==> src/rtl/mem_access.sv <==
// MEM pipeline stage with MEM/WB register: issues loads/stores over a req/ready handshake.
// Optional MEM_MISALIGN_CHECK_EN adds a registered misalign pulse and suppresses unaligned accesses.
module mem_access #(
  parameter int unsigned TIMEOUT_CYCLES = 16,
  parameter int unsigned CNT_W          = 5
) (
  input  logic        clk,
  input  logic        rst,
  input  logic [71:0] ex_mem,
  input  logic        ex_mem_valid,
  input  logic        flush,
  output logic        mem_stall,
  output logic        mem_err,
  output logic        dmem_req,
  output logic        dmem_we,
  output logic [31:0] dmem_addr,
  output logic [31:0] dmem_wdata,
  input  logic [31:0] dmem_rdata,
  input  logic        dmem_ready,
`ifdef MEM_MISALIGN_CHECK_EN
  output logic        misalign,
`endif
  output logic [70:0] mem_wb
);

  typedef enum logic [0:0] {StIdle, StAccess} state_e;

  localparam logic [CNT_W-1:0] LpCntLast =
      (TIMEOUT_CYCLES == 0) ? '0 : CNT_W'(TIMEOUT_CYCLES - 1);

  state_e            r_state;
  logic [CNT_W-1:0]  r_cnt;
  logic              r_req;
  logic              r_we;
  logic [31:0]       r_addr;
  logic [31:0]       r_wdata;
  logic              r_mem_err;
  logic [70:0]       r_mem_wb;
  logic [4:0]        r_rd_l;
  logic [31:0]       r_alu_l;
  logic              r_reg_write_l;
  logic              r_is_load_l;
`ifdef MEM_MISALIGN_CHECK_EN
  logic              r_misalign;
`endif

  logic w_take;
  logic w_mem_op;
  logic w_misal;
  logic w_issue;
  logic w_timeout;
  logic w_stall;

  assign w_take   = ex_mem_valid && !flush;
  assign w_mem_op = ex_mem[70] || ex_mem[71];
`ifdef MEM_MISALIGN_CHECK_EN
  assign w_misal  = (ex_mem[6:5] != 2'b00);
`else
  assign w_misal  = 1'b0;
`endif
  assign w_issue   = (r_state == StIdle) && w_take && w_mem_op && !w_misal;
  assign w_timeout = (TIMEOUT_CYCLES != 0) && (r_cnt == LpCntLast) && !dmem_ready;

  always_comb begin
    w_stall = 1'b0;
    if (!rst) begin
      unique case (r_state)
        StIdle:   w_stall = w_issue;
        StAccess: w_stall = !dmem_ready && !w_timeout;
        default:  w_stall = 1'b0;
      endcase
    end
  end

  always_ff @(posedge clk) begin
    if (rst) begin
      r_state       <= StIdle;
      r_cnt         <= '0;
      r_req         <= 1'b0;
      r_we          <= 1'b0;
      r_addr        <= '0;
      r_wdata       <= '0;
      r_mem_err     <= 1'b0;
      r_mem_wb      <= '0;
      r_rd_l        <= '0;
      r_alu_l       <= '0;
      r_reg_write_l <= 1'b0;
      r_is_load_l   <= 1'b0;
`ifdef MEM_MISALIGN_CHECK_EN
      r_misalign    <= 1'b0;
`endif
    end else begin
      r_mem_err <= 1'b0;
`ifdef MEM_MISALIGN_CHECK_EN
      r_misalign <= 1'b0;
`endif
      unique case (r_state)
        StIdle: begin
          if (w_issue) begin
            r_rd_l        <= ex_mem[4:0];
            r_alu_l       <= ex_mem[36:5];
            r_reg_write_l <= ex_mem[69];
            // Both read and write set is treated as a store.
            r_is_load_l   <= ex_mem[70] && !ex_mem[71];
            r_req         <= 1'b1;
            r_we          <= ex_mem[71];
            r_addr        <= {ex_mem[36:7], 2'b00};
            r_wdata       <= ex_mem[68:37];
            r_mem_wb      <= '0;
            r_cnt         <= '0;
            r_state       <= StAccess;
          end else if (w_take && !w_mem_op) begin
            r_mem_wb <= {1'b0, ex_mem[69], 32'b0, ex_mem[36:0]};
          end else begin
`ifdef MEM_MISALIGN_CHECK_EN
            if (w_take && w_mem_op) r_misalign <= 1'b1;
`endif
            r_mem_wb <= '0;
          end
        end
        StAccess: begin
          if (dmem_ready) begin
            r_mem_wb <= {r_is_load_l, r_reg_write_l, r_is_load_l ? dmem_rdata : 32'b0,
                         r_alu_l, r_rd_l};
            r_req    <= 1'b0;
            r_state  <= StIdle;
          end else if (w_timeout) begin
            r_req     <= 1'b0;
            r_mem_err <= 1'b1;
            r_mem_wb  <= '0;
            r_state   <= StIdle;
          end else begin
            r_mem_wb <= '0;
            r_cnt    <= r_cnt + CNT_W'(1);
          end
        end
        default: r_state <= StIdle;
      endcase
    end
  end

  assign mem_stall  = w_stall;
  assign mem_err    = r_mem_err;
  assign dmem_req   = r_req;
  assign dmem_we    = r_we;
  assign dmem_addr  = r_addr;
  assign dmem_wdata = r_wdata;
  assign mem_wb     = r_mem_wb;
`ifdef MEM_MISALIGN_CHECK_EN
  assign misalign   = r_misalign;
`endif

endmodule

==> config.mk <==
export PLATFORM = sky130hd
export DESIGN_NAME = mem_access
export DESIGN_NICKNAME = d
export VERILOG_FILES = /design/src/rtl/mem_access.sv
export SDC_FILE = /design/constraint.sdc
export NUM_CORES = 1
export LEC_CHECK = 0
export ABC_CLOCK_PERIOD_IN_PS = 2550
export BUFFER_PORTS_ARGS = -buffer_cell sky130_fd_sc_hd__buf_2
export CORE_MARGIN = 2
export CORE_UTILIZATION = 45
export DETAILED_ROUTE_END_ITERATION = 8
export GPL_TIMING_DRIVEN = 0
export PLACE_DENSITY = 0.77
export SYNTH_ARGS = -nofsm -noshare
export SYNTH_HDL_FRONTEND = slang
export SYNTH_SLANG_ARGS = --single-unit
==> constraint.sdc <==
create_clock -name clk -period 2.55 [get_ports clk]
set_input_delay 0.255 -clock clk [delete_from_list [all_inputs] [get_ports clk]]
set_output_delay 0.255 -clock clk [all_outputs]
set_load 0.005 [all_outputs]
* Word-level counts from Yosys, hierarchy flattened *
Cells that the tools add are included.

word-level totals
  bits in registers = 181
  bits of input ports = 109
  logic and storage cells = 56

operators by class
  add/sub/neg operators = 1
  equal/unequal tests = 5
  mux-type cells = 20
  bitwise operators = 1
  reduce and logical (&&, ||, !) cells = 17

operators with widths
  cell                   number
  $pmux W71 S2           1
  $mux W70               2
  $mux W71               1
  $mux W32               1
  $mux W5                3
  $pmux W5 S2            1
  $mux W1                8
  $logic_and A1 B1 Y1    7
  $ne A2 B2 Y1 const B   3
  $pmux W1 S2            3
  $add A5 B1 Y5 const B  1
  $eq A5 B4 Y1 const B   1
  $logic_not A1 Y1       5
  $reduce_and A2 Y1      2
  $ne A3 B2 Y1 const B   1
  $reduce_and A3 Y1      1
  $reduce_or A3 Y1       1
  $logic_or A1 B1 Y1     1
  $not A1 Y1             1

* Depth between registers and ports, before layout *
Gate-level depths: netlist (run 1).

  word-level depth = 6
  gate-level depth with buffers = 7
  gate-level depth less buffers = 6

* Least setup slack after synthesis (run 1) *
Ideal clock, no wire load.

  path kind = register to register
  from = register r_cnt[0]
  to = register r_cnt[3]
  library setup time = 74 ps
  data arrival time = 1823 ps
  slack = 653 ps
  cell stages (with the launch flop) = 8
  path buffers = 1
  period minus slack after synthesis = 1897 ps
  path through = dfxtp_1 ha_1 and3_1 ha_1 or3b_1 buf_2 or3_1 a31oi_1

on the way
  longest elaborated chain between the ends = 4
  elaborated cells between the ends (all ways) = 8
  classes of those cells = 1 x add/sub; 2 x eq/ne; 3 x mux; 2 x reduce/logical

RTL lines
  element                                                  line     text
  start: declaration                                       32       logic [CNT_W-1:0] r_cnt;
  start signal: assignment                                 134      r_cnt <= r_cnt + CNT_W'(1);
  $add A5 B1 Y5 / $eq A5 B4 Y1 (equally long branches)     134, 62
  $mux W5 / $logic_and A1 B1 Y1 (equally long branches)    127, 62
  $mux W5 / $ne A2 B2 Y1 (equally long branches)           n/a
  $pmux W5 S2 / $reduce_and A3 Y1 (equally long branches)  n/a

Several ways; a longest one is shown, not always the timed one. The select of a mux whose other input is x is not followed.
A chain may end at the register's enable or synchronous reset.

* Final worst setup path (run 1) *
  from = register r_cnt[0]
  to = output mem_stall

on the way
  longest elaborated chain between the ends = 6

RTL lines
  element              line  text
  $eq A5 B4 Y1         62    assign w_timeout = (TIMEOUT_CYCLES != 0) && (r_cnt == LpCntLast) && !dmem_ready;
  $logic_and A1 B1 Y1  62
  $logic_not A1 Y1     69    StAccess: w_stall = !dmem_ready && !w_timeout;
  $logic_and A1 B1 Y1  69
  $pmux W1 S2          67    unique case (r_state)
  $mux W1              66    if (!rst) begin
  end: declaration     12    output logic mem_stall,

No other way between the ends.

==> summary.md, run 1 <==
| Metric | Value |
|---|---|
| Status | finished, final reports clean |
| Worst-path cell chain | ha_2 > and3_1 > ha_1 > or3b_1 > clkbuf_4 > a21oi_1 > buf_2 |
| DRT iter0 DRCs | 345 |
| Largest net degree at the start of global routing | 17 |
| Buf/Inv on CP | 2 |
| Worst reg-to-reg path cell count | 7 |
| NumNets Final | 983 |
| Compound-Gate Fraction of Synth Area | 0.206 |
| Worst-Margin Slew | 726 ps |
| CTS Buf Count | 17 |
| Post-synthesis instance area | 0.00554 mm^2 |
| Critical path class | flip-flop to output port |
| FFs w/ async S/R, synth | 0 |
| Worst Setup EP | mem_stall |
| Simple-gate share of the synthesized area | 0.151 |
| First-pass GRT wire length | 24500 um |
| Cell taking the most area after synthesis | dfxtp_1 |
| Max Fclk | 0.415 GHz |
| DR vias | 5386 |
| Biggest cell delay along the critical path | 350 ps |
| Initial Utilization | 0.461 |
| Data arrival, critical path | 2150 ps |
| Worst skew pair latency | 420 ps |
| Die area | 0.0132 mm^2 |
| Highest-delay cell along the critical path | or3b_1 |
| Layout cells sized above 1 | 0.376 |
| Critical Path Sink Type | output port |
| Core area | 0.0120 mm^2 |
| Antenna violations before repair | 0 |
| Vias in the first global route | 4858 |
| Diode count | 0 |
| Top Layer Used | met4 |
| Post-synthesis mux area share | 0 |
| Static Leak | 3.47 nW |
| Final setup violation count | 0 |
| Max FO, Critical Path | 9 |
| Drt via density | 5.22 |
| Most common cell in the synthesized netlist | dfxtp_1 |
| Max clock buf depth | 2 |
| Placed cells | 1000 |
| Clock root buffer | clkbuf_16 |
| Yosys cell types | 31 |
| Area grow syn2layout | 36.6% |
| Post-synth EDFFs | 0 |
| Max-slew violation total from the final report | 0 |
| Top post-synthesis cells by area | dfxtp_1 (55%), a21oi_1 (7.0%), o21ai_0 (6.6%) |
| Post-synthesis xor/xnor area fraction | 0 |
| Routed wire length | 15900 um |
| CP Launch Point | r_cnt[0] |
| Unrepaired setup endpoints after global routing | false |
| Reg2Reg Launch Point | r_cnt[0] |
| Top cells by count, synth | dfxtp_1 (151), a21oi_1 (77), o21ai_0 (73), nand3_1 (72), clkbuf_1 (43) |
| Slew Limit Headroom | 0.514 |
| Metal2 WL | 7890 um |
| M1 wire length | 6680 um |
| Largest family of logic cells by synthesized area | compound AO/OA/AOI/OAI gates |
| Hpwl dp | 11200 um |
| CP delay by family, top | simple AND/OR/NAND/NOR gates |
| Synth Area per Inst | 9.13 um^2 |
| H-tree depth | 4 |
| # DRC | 0 |
| All-Layer GR Usage | 0.234 |
| CTS Sinks | 151 |
| Clock transition at path regs | 60 ps |
| Worst vdd ir | 449 uV |
| # rows | 40 |
| Sequential-to-total area share from yosys stat | 0.545 |
| Clock Skew | 6.95 ps |
| Crit path required time | 2300 ps |
| Adder-Cell Fraction of Synth Area | 0.00451 |
| Chip height | 115 um |
| Reg-to-reg slack, setup | 560 ps |
| IO Pins | 248 |
| Postcts setup bufs | 0 |
| Ys flop type | dfxtp_1 |
| Post-CTS Hold Buffers | 0 |
| WL per Instance | 15.4 um |
| Share of the synthesized area in the top cell type | 0.545 |
| Startpoint Class | flip-flop |
| Synth warn | 0 |
| WP depth | 7 |
| Worst r2r dst | r_cnt[3] |
| RePlAce Congestion | 0.806 |
| Minimum clock period | 2410 ps |
| Port Buffers | 245 |
| Flip-flop and latch count after synthesis | 151 |
| Cells after Synth | 607 |
| Grt total ovfl | 0 |
| Die width | 115 um |
| Power per cell area | 719 mW/mm^2 |
| Fin crit share | 0.944 |
| Fin cells | 1032 |
| Hold WC Path Type | input port to flip-flop |
| CTS tree | yes |
| Hold Fails Final Rpt | 0 |
| Worst hold start | dmem_rdata[18] |
| Max Cap Viol | 0 |
| TNS Setup | 0 ps |
| Post-route ant nets | 0 |
| Pre-antenna DRT Iters | 4 |
| Metal3 WL | 1000 um |
-- cell type report --
| cell class | count | area, um^2 |
|---|---|---|
| repair buffers | 245 | 1230 |
| clock inverters | 12 | 141 |
| fillers | 1048 | 4440 |
| inverters | 2 | 7.51 |
| flip-flops and latches | 151 | 3020 |
| clock buffers | 20 | 467 |
| plain buffers | 94 | 508 |
| multi-input cells | 361 | 2010 |
| well taps | 147 | 184 |
-- how the worst min path moves through the flow --
stage / to / cells after the start
finish: mem_wb[55] / 2
global route: mem_wb[61] / 2
CTS: mem_wb[55] / 2
floorplan: mem_err / 1
global placement: dmem_req / 2
detailed placement: dmem_req / 2
-- per-stage QoR --
step	power [mW]	setup WS (ps)	hold slack (ps)	instance area, um^2	utilization
5_1_grt	5.64	28.7	19.8	7570	0.630
4_1_cts	5.48	79.0	13.0	7560	0.630
3_3_place_gp	2.94	541	445	6960	0.579
6_report	5.44	143	30.1	7570	0.630
2_1_floorplan	2.72	653	331	5550	-
3_5_place_dp	2.94	530	449	6960	0.579
-- routing by layer --
metal	vias to the layer above	track usage
met5	-	0
met4	0	0.0851
li1	2657	-
met1	2502	0.293
met3	22	0.0601
met2	205	0.393
-- layout by cell type, fill, tap and decap left out, drive strengths merged --
cell      count
or3b          2
or3           1
nand2         4
nor3b         2
clkinv        5
a21oi        77
clkinvlp      2
nand3b        2
and3          1
buf         295
nand2b        1
o21ai        73
inv           5
bufinv        2
ha            2
dfxtp       151
clkbuf       64
conb          2
nand3        72
and4          1
o2111ai       1
nand4b        1
a31oi         2
or2           1
nor2         39
o211ai        4
a32oi        38
o31ai         1
nor4bb        1
and2         33
-- worst register-to-register path, cell delays in order (launching register included) --
cell      delay (ps)
dfxtp_2          340
ha_2             190
and3_1           180
ha_1             210
or3b_1           350
clkbuf_4         180
or3_1            350
a31oi_1          120
-- state kept, by name (all words and copies together), names as in the netlist --
name,cells
r_is_load_l,1
mem_err,1
r_state,1
r_reg_write_l,1
dmem_wdata,32
mem_wb,71
r_rd_l,5
r_cnt,5
dmem_we,1
dmem_req,1
r_alu_l,32
-- power by group --
| part | internal (mW) | total, mW | switching [mW] |
|---|---|---|---|
| combinational | 0.191 | 0.447 | 0.255 |
| clock | 1.53 | 2.55 | 1.02 |
| sequential | 2.42 | 2.45 | 0.0312 |
-- timing repair --
action                                  4_1_cts  5_1_grt
endpoints found under the setup margin        0        1
endpoints found under the hold margin         0        0
gates resized for setup                       0        3
-- logic make-up (layout without fill, tap and decap cells) --
| family | Yosys count | count (layout) |
|---|---|---|
| compound gates | 196 | 196 |
| simple gates | 161 | 161 |
| flops | 151 | 151 |
| buf+inv | 96 | 373 |
| fa+ha+maj | 2 | 2 |
| other cells | 1 | 2 |
Power figures use the tool's default switching activity.
==> inputs of run 2 (changes only) <==
- CORE_UTILIZATION: 45 -> 35
- PLACE_DENSITY: 0.77 -> not set
==> run 2 against run 1 <==
  * Total power decreased by 1.3%
  * Register-to-register slack got worse by 70 ps
  * Cell area increased by 0.78%
  * Highest routed layer is now met5
==> summary.md, run 2 (same netlist as run 1, synthesis figures left out) <==
| Metric | Value |
|---|---|
| Power per cell area | 704 mW/mm^2 |
| Worst-Margin Slew | 648 ps |
| Reg2Reg Launch Point | r_cnt[0] |
| Clock root buffer | clkbuf_16 |
| Port Buffers | 245 |
| CTS tree | yes |
| CTS Buf Count | 17 |
| Vias in the first global route | 4774 |
| Chip height | 130 um |
| RePlAce Congestion | 0.787 |
| Layout cells sized above 1 | 0.374 |
| Hold depth | 2 |
| Routed wire length | 16500 um |
| CP Launch Point | r_cnt[0] |
| Largest net degree at the start of global routing | 17 |
| Drt via density | 4.83 |
| All-Layer GR Usage | 0.191 |
| Fin Hold WS | 38.3 ps |
| Max Fclk | 0.409 GHz |
| Clock transition at path regs | 60 ps |
| Antenna violations before repair | 1 |
| Startpoint Class | flip-flop |
| Most common cell after layout, fill and taps aside | buf_2 |
| Worst hold start | dmem_rdata[2] |
| Unrepaired setup endpoints after global routing | false |
| Hold Path Sink | mem_wb[39] |
| Hpwl dp | 11700 um |
| Slew Limit Headroom | 0.568 |
| Highest-delay cell along the critical path | dfxtp_1 |
| Diode count | 0 |
| Biggest cell delay along the critical path | 350 ps |
| WL per Instance | 15.0 um |
| Core area | 0.0157 mm^2 |
| Die area | 0.0169 mm^2 |
| CP dominant cell by count | ha_1 |
| Worst-path cell chain | ha_1 > and3_1 > ha_1 > or3b_1 > buf_4 > a21oi_2 > buf_2 |
| NumNets Final | 983 |
| Max-slew violation total from the final report | 0 |
| Most frequent cells in the layout | buf_2 (261), dfxtp_1 (151), a21oi_1 (76) |
| CTS Sinks | 151 |
| Critical Path Sink Type | output port |
| Max FO, Critical Path | 9 |
| First-pass GRT wire length | 25100 um |
| Clock Skew | 5.95 ps |
| Worst skew pair latency | 410 ps |
| Max clock buf depth | 2 |
| Die width | 130 um |
| Static Leak | 3.46 nW |
| TNS Setup | 0 ps |
| Area grow syn2layout | 37.7% |
| Post-route ant nets | 0 |
| Final setup violation count | 0 |
| H-tree depth | 4 |
| Worst r2r dst | r_cnt[3] |
| Grt total ovfl | 0 |
| Minimum clock period | 2450 ps |
| Reg-to-reg slack, setup | 490 ps |
| CP delay by family, top | simple AND/OR/NAND/NOR gates |
| IO Pins | 248 |
| Pre-CTS setup slack | 484 ps |
| Worst vdd ir | 510 uV |
| Buf/Inv on CP | 2 |
| Pre-antenna DRT Iters | 4 |
| # rows | 46 |
| Status | finished, final reports clean |
| Worst reg-to-reg path cell count | 7 |
| DR vias | 5318 |
| Data arrival, critical path | 2190 ps |
| Hold Fails Final Rpt | 0 |
| Post-CTS Hold Buffers | 0 |
| Hold WC Path Type | input port to flip-flop |
| Critical path class | flip-flop to output port |
| Max reg flops | 71 |
| PostCTS Resize Cnt | 0 |
| Setup WS post-layout | 105 ps |
| Initial Utilization | 0.354 |
| Postcts setup bufs | 0 |
| Crit path required time | 2300 ps |
| DRT iter0 DRCs | 296 |
| Max Cap Viol | 0 |
| Fin crit share | 0.959 |
| # DRC | 0 |
-- run 2: cell count changes in the layout (fill, tap and decap cells not counted) --
cell and delta:
clkinv_2 +3, clkinv_4 -3, clkinvlp_4 +2, inv_6 -2, a21oi_1 -1, a21oi_2 +1
buf_4 +1, clkbuf_4 -1, clkbuf_8 -1, dfxtp_1 +1, dfxtp_2 -1, ha_1 +1
ha_2 -1
-- run 2: per-layer routing --
metal  GRT usage  wire length [um]
met1       0.250              7350
met2       0.307              7750
met3      0.0554              1210
met4      0.0601               189
met5           0                 7
-- run 2: layout make-up --
| class | instances | area, um^2 |
|---|---|---|
| Multi-Input combinational cell | 361 | 2010 |
| Clock inverter | 12 | 128 |
| Fill cell | 1630 | 8030 |
| Timing Repair Buffer | 245 | 1230 |
| Tap cell | 216 | 270 |
| Buffer | 94 | 508 |
| Inverter | 2 | 7.51 |
| Sequential cell | 151 | 3020 |
| Clock buffer | 19 | 453 |
-- run 2: worst reg2reg max path, delay by kind of cell (launching register included) --
family | cells | cell delay (ps)
fa+ha+maj | 2 | 450
simple gates | 3 | 880
flops | 1 | 350
buf+inv | 1 | 180
compound gates | 1 | 130
-- run 2: metrics by stage --
stage	instance area (um^2)	utilization	total power, mW	instances
final	7630	0.487	5.37	1100
after global routing	7630	0.487	5.59	1100
after CTS	7620	0.487	5.43	1100
after detailed placement	7040	0.450	2.95	1069
after global placement	7040	0.450	2.95	1069
after floorplan	5550	-	2.72	608
-- run 2: report_power, final --
group	internal, mW	switching, mW
sequential	2.42	0.0310
combinational	0.192	0.260
clock	1.48	0.987
total	4.09	1.28
-- run 2: how the worst max path moves through the flow --
stage / slack, ps / depth (start not counted) / end
after floorplan: 650 / 7 / r_cnt[3]
after global placement: 490 / 7 / mem_stall
after detailed placement: 480 / 7 / mem_stall
after CTS: 30 / 7 / mem_stall
after global routing: 20 / 7 / mem_stall
final: 100 / 7 / mem_stall
